==> src/rtl/stage_skid_receiver_pkg.sv <==
// Shared definitions for the stage skid receiver: state encoding and default word width.
// The state value doubles as the occupancy count, so it is exported directly.
package stage_skid_receiver_pkg;

  localparam int unsigned LEN_DEFAULT = 32;

  typedef enum logic [1:0] {
    ST_EMPTY = 2'd0,
    ST_ONE   = 2'd1,
    ST_FULL  = 2'd2
  } state_t;

  // Number of words held in each state; equals the state encoding by construction.
  function automatic logic [1:0] state_occupancy(input state_t s);
    return logic'(s == ST_ONE) ? 2'd1 : ((s == ST_FULL) ? 2'd2 : 2'd0);
  endfunction

endpackage

==> src/rtl/stage_skid_receiver_skid_slot.sv <==
// One word of storage for the skid receiver: synchronous active-high clear, active-high load.
module skid_slot
  import stage_skid_receiver_pkg::*;
#(
  parameter int unsigned len = LEN_DEFAULT
) (
  input  logic           clk,
  input  logic           rst,
  input  logic           i_load,
  input  logic [len-1:0] i_d,
  output logic [len-1:0] o_q
);

  logic [len-1:0] r_q;

  always_ff @(posedge clk) begin
    if (rst) begin
      r_q <= '0;
    end else if (i_load) begin
      r_q <= i_d;
    end
  end

  assign o_q = r_q;

endmodule

==> src/rtl/stage_skid_receiver.sv <==
// Two-entry skid receiver between pipeline stage registers. in_ready is derived from the
// state register (gated only by rst), so no combinational ready path crosses the stage.
//
// Handshake: a word moves upstream->here when in_valid & in_ready at a rising edge and
// here->downstream when out_valid & out_ready at a rising edge; out_data is held stable
// while out_valid & ~out_ready, and flush discards every held word regardless of handshakes.
module stage_skid_receiver
  import stage_skid_receiver_pkg::*;
#(
  parameter int unsigned len = LEN_DEFAULT
) (
  input  logic           clk,
  input  logic           rst,
  input  logic           flush,
  input  logic           in_valid,
  output logic           in_ready,
  input  logic [len-1:0] in_data,
  output logic           out_valid,
  input  logic           out_ready,
  output logic [len-1:0] out_data,
  output logic [1:0]     occupancy
);

  state_t         r_state;
  logic           w_main_load;
  logic           w_skid_load;
  logic           w_main_from_skid;
  logic [len-1:0] w_main_d;
  logic [len-1:0] w_main_q;
  logic [len-1:0] w_skid_q;

  // Slot load decode; flush suppresses every load so the data registers keep their values.
  always_comb begin
    w_main_load      = 1'b0;
    w_skid_load      = 1'b0;
    w_main_from_skid = 1'b0;
    if (!flush) begin
      case (r_state)
        ST_EMPTY: w_main_load = in_valid;
        ST_ONE: begin
          w_main_load = in_valid & out_ready;
          w_skid_load = in_valid & ~out_ready;
        end
        ST_FULL: begin
          w_main_load      = out_ready;
          w_main_from_skid = 1'b1;
        end
        default: ;
      endcase
    end
  end

  assign w_main_d = w_main_from_skid ? w_skid_q : in_data;

  always_ff @(posedge clk) begin
    if (rst) begin
      r_state <= ST_EMPTY;
    end else if (flush) begin
      r_state <= ST_EMPTY;
    end else begin
      case (r_state)
        ST_EMPTY: if (in_valid) r_state <= ST_ONE;
        ST_ONE: begin
          if (in_valid && !out_ready)      r_state <= ST_FULL;
          else if (!in_valid && out_ready) r_state <= ST_EMPTY;
        end
        ST_FULL:  if (out_ready) r_state <= ST_ONE;
        default:  r_state <= ST_EMPTY;
      endcase
    end
  end

  skid_slot #(.len(len)) u_main (
    .clk    (clk),
    .rst    (rst),
    .i_load (w_main_load),
    .i_d    (w_main_d),
    .o_q    (w_main_q)
  );

  skid_slot #(.len(len)) u_skid (
    .clk    (clk),
    .rst    (rst),
    .i_load (w_skid_load),
    .i_d    (in_data),
    .o_q    (w_skid_q)
  );

  assign in_ready  = ~rst & (r_state != ST_FULL);
  assign out_valid = (r_state != ST_EMPTY);
  assign out_data  = w_main_q;
  // occupancy is the FSM state itself and serves as its observation point
  assign occupancy = state_occupancy(r_state);

endmodule
==> config.mk <==
export PLATFORM = sky130hd
export DESIGN_NAME = stage_skid_receiver
export DESIGN_NICKNAME = d
export VERILOG_FILES = /design/src/rtl/stage_skid_receiver_pkg.sv /design/src/rtl/stage_skid_receiver_skid_slot.sv /design/src/rtl/stage_skid_receiver.sv
export SDC_FILE = /design/constraint.sdc
export NUM_CORES = 1
export LEC_CHECK = 0
export ABC_AREA = 0
export CORE_MARGIN = 8
export CORE_UTILIZATION = 53
export DETAILED_ROUTE_END_ITERATION = 6
export MAX_ROUTING_LAYER = met4
export PLACE_DENSITY = 0.85
export SLEW_MARGIN = 20
export SYNTH_ARGS = -nofsm -noshare
export SYNTH_HDL_FRONTEND = slang
export SYNTH_SLANG_ARGS = --single-unit
==> constraint.sdc <==
create_clock -name clk -period 2.85 [get_ports clk]
set_clock_uncertainty 0.1 [all_clocks]
set_input_delay 0.57 -clock clk [delete_from_list [all_inputs] [get_ports clk]]
set_output_delay 0.57 -clock clk [all_outputs]
set_load 0.005 [all_outputs]
* Yosys cells after proc, flatten, opt, wreduce, memory -nomap -nowiden
Index checks and enable logic that the tools add are counted.
Word-level totals: flip-flop bits (word level) 66, bits in latches 0, RAM bits 0, bits in read-only memories 0, input port bits 37, output and inout port bits 36, word-level logic and storage cells 36, memories 0
Operators by class: $add $sub $neg 0, $mul 0, divide/modulo/power cells 0, magnitude comparators 0, equality and inequality tests 6, shifts and indexed selects 0, multiplexer cells 14, bitwise operators 5, reduce and logical (&&, ||, !) cells 8
Operator list (count):
- $mux W32 | 1
- $mux W2 | 6
- $ne A2 B2 Y1 const B | 3
- $pmux W2 S3 | 1
- $mux W1 | 5
- $and A1 B1 Y1 | 3
- $ne A3 B3 Y1 const B | 1
- $pmux W1 S3 | 1
- $reduce_and A3 Y1 | 1
- $eq A2 B1 Y1 const B | 1
- $eq A2 B2 Y1 const B | 1
- $logic_and A1 B1 Y1 | 2
- $logic_not A1 Y1 | 2
- $logic_not A2 Y1 | 1
- $not A1 Y1 | 2
- $reduce_bool A2 Y1 | 1
- $reduce_or A2 Y1 | 1

* Logic depth before layout (Yosys ltp)
depth after elaboration 5, mapped depth 7, mapped depth without buffers 5

* Hierarchy
Synthesis repeated with hierarchy kept, for this count alone.
Second synthesis, totals: cells, all modules 264, area total of the unflattened synthesis 3066.7 um2
Modules (own cells, without submodules):
- skid_slot | times used 2, cells each 103, area an instance 1163.6 um2, seq. area each 640.6 um2
- stage_skid_receiver | times used 1, cells each 58, area an instance 739.5 um2, seq. area each 40.0 um2

* Worst setup path after synthesis
Ideal clock, no wire load.
kind in2out, start point input rst, end point output in_ready, arrival 1264 ps, data required time 2180 ps, path slack 916 ps, stages on the path 3, path buffers 2, cells stage by stage clkbuf_1 -> clkbuf_1 -> nor2_1
On the way: word-level cells in the longest chain between the ends 2
Ends and longest elaborated chain:
- start, declared | line stage_skid_receiver.sv:13 | input logic rst,
- $not A1 Y1 | line stage_skid_receiver.sv:89 | assign in_ready = ~rst & (r_state != ST_FULL);
- $and A1 B1 Y1 | line stage_skid_receiver.sv:89
- end, declared | line stage_skid_receiver.sv:16 | output logic in_ready,
Every way passes these cells.

* Final worst setup path
start point register r_state[0], end point output in_ready
On the way: word-level cells in the longest chain between the ends 2
Ends and longest elaborated chain:
- start, declared | line stage_skid_receiver.sv:24 | state_t r_state;
- start signal, assigned | line stage_skid_receiver.sv:57 | r_state <= ST_EMPTY;
- start signal, assigned | line stage_skid_receiver.sv:59 | r_state <= ST_EMPTY;
- start signal, assigned | line stage_skid_receiver.sv:62 | ST_EMPTY: if (in_valid) r_state <= ST_ONE;
- $ne A2 B2 Y1 | line stage_skid_receiver.sv:89
- $and A1 B1 Y1 | line stage_skid_receiver.sv:89
Every way passes these cells.

==> metrics.txt <==
status=finished, final reports clean; leakage=1.54 nW; Placement Rows=27; Vert. Die Dim=91.5 µm; vias=2533; # resized after CTS=0; RSZ-0062 raised after global routing=false; P&R area growth vs syn=30.6%; grt ovf=0; Design Area, Final=3950 µm²; required time of the worst setup path=2.18 ns; Hold Path Class=flip-flop to flip-flop; worst skew pair latency=0.34 ns; global-route wire length before repair=12700 µm; number of synthesized register bits=66; Worst-Margin Slew=0.841 ns; WHS=0.353 ns; Relative slew margins=43.9%; Period minus WS final=2.37 ns; top fanout value on the critical path=9; Async S/R FF share, synth=0%; clk buf depth=2; top_reg_cell synth=dfxtp_1; CTS Root Buffer Type=clkbuf_8; number of setup buffers added after CTS=0; crit path launch type=flip-flop; HPWL after DPL=5150 µm; vias in the first global route=2617; initial DRC count=194; max_cap viols=0; Core Region=5510 µm²; Final Setup Violations=0; Hold Vio Cnt, Final=0; cell taking the most area after synthesis=dfxtp_1; Total Wirelength=7840 µm; die width=91.5 µm; setup TNS=0 ns; Non-Filler Instances=448; Final #Nets=410; Worst EP arrival=1.70 ns; Final ANT Viol Nets=0; sequential fraction of the synthesis area=43.7%; Mapped Area=3020 µm²; Syn Area/Cell=9.72 µm²; final core utilization=71.7%; Final WS setup=0.480 ns; share of layout cells above drive strength 1=16.0%; Yosys cell types=26; CTS buffer count=9; pwr dens=541 nW/µm²; Syn Inst Count=311; Crit Path Category=flip-flop to output port; initial antenna violation count=0; Syn Nets=350; share of the synthesized area in the top cell type=43.7%; max frequency=0.422 GHz; period utilization=83.2%; Initial Util=54.9%; Final Total Pwr=2.14 mW; warnings from Yosys=0; placed inst area=3740 µm²; GRT Total Usage=19.1%; clock tree sinks=66; maximum VDD drop=379 µV; Post-Place Cells=432; # hold bufs at CTS=0; Synth area leaders=dfxtp_1 (44%), a211oi_2 (12%), mux2i_1 (11%), a211oi_1 (8.4%), nand2_1 (7.9%); Final GP Congestion=0.746; largest net degree at the start of global routing=67; pre-CTS WS=0.262 ns; DR WL/cell=17.5 µm; clk slew on worst S/H paths=0.07 ns; IO Port Bufs=72; DR DRC count=0; H-Tree Depth=3; I/O pins=73; Ant. Diodes=0; Post-synth EDFFs=0; die area=8380 µm²; Slew Limit Fails=0; DRT Pass-1 Iters=4; CTS tree=built; CP endpoint kind=output port; Via-to-Cell Ratio=5.65
path summary, 6_finish.rpt:
path            startpoint              to  slack, ns  cells after the start
max reg2reg     r_state[0]  u_main.o_q[20]       0.93                      4
min reg2reg  u_skid.o_q[3]   u_skid.o_q[3]       0.35                      2
min          u_skid.o_q[3]   u_skid.o_q[3]       0.35                      2
max             r_state[0]        in_ready       0.48                      4
logic make-up (layout without fill, tap and decap cells):
group	count (synthesis)	count (layout)	synth area share, %
DFF	66	66	43.7
muxes	34	34	11.4
and+or+nand+nor	75	75	10.4
buffers and inverters	35	100	6.45
AOI/OAI and AO/OA	99	99	27.2
adders and majority gates	2	2	0.827
registers in the layout, indices dropped and copies added (netlist names):
register / cells
u_main.o_q: 32
u_skid.o_q: 32
r_state: 2
synth_stat cells (all sizes together) (2+ instances only):
| master | count |
|---|---|
| dfxtp | 66 |
| a211oi | 64 |
| nand2 | 64 |
| mux2i | 33 |
| a21oi | 32 |
| buf | 24 |
| clkbuf | 9 |
| nor2 | 3 |
| ha | 2 |
| inv | 2 |
| nor3 | 2 |
final cells by class:
class | instances | area (µm²)
Multi-Input combinational cell | 210 | 1530
Clock inverter | 2 | 60.1
Fill cell | 387 | 1560
Tap cell | 72 | 90.1
Sequential cell | 66 | 1320
Clock buffer | 14 | 153
Timing Repair Buffer | 82 | 791
Inverter | 2 | 7.51
cells in the final DEF (no fill, tap or decap), types with 2 or more instances in the layout:
master           netlist  layout
a211oi_2              30      30
dfxtp_1               66      66
clkbuf_8               0      10
bufinv_16              0       2
mux2i_1               33      33
nor3_1                 2       2
buf_4                  4      10
nor2_1                 3       2
clkbuf_1               9       4
a21oi_1               32      32
nand2_1               64      64
clkdlybuf4s50_1        0      71
a211oi_1              34      34
ha_1                   2       2
worst max-delay path: stages, from the launching register on:
cell             delay, ns
dfxtp_1               0.50
nand2b_2              0.20
inv_2                 0.05
nor2_1                0.09
clkdlybuf4s50_1       0.52
metal layers:
layer  share of wire (%)  up-vias  wire [µm]  GRT usage [%]
met3                 5.4       18        426           5.43
met5                   0        -          0              -
met1                  42     1185       3320           21.6
met2                  50       82       3890           30.9
li1                    -     1248          -              -
met4                 2.6        0        204           8.05
where the power goes:
part / switching [mW] / internal [mW] / leakage (nW)
Clock: 0.330 / 0.519 / 0.105
Sequential: 0.0260 / 0.960 / 0.538
Combinational: 0.136 / 0.166 / 0.895
Note: power is estimated with default switching activity, not from simulation.
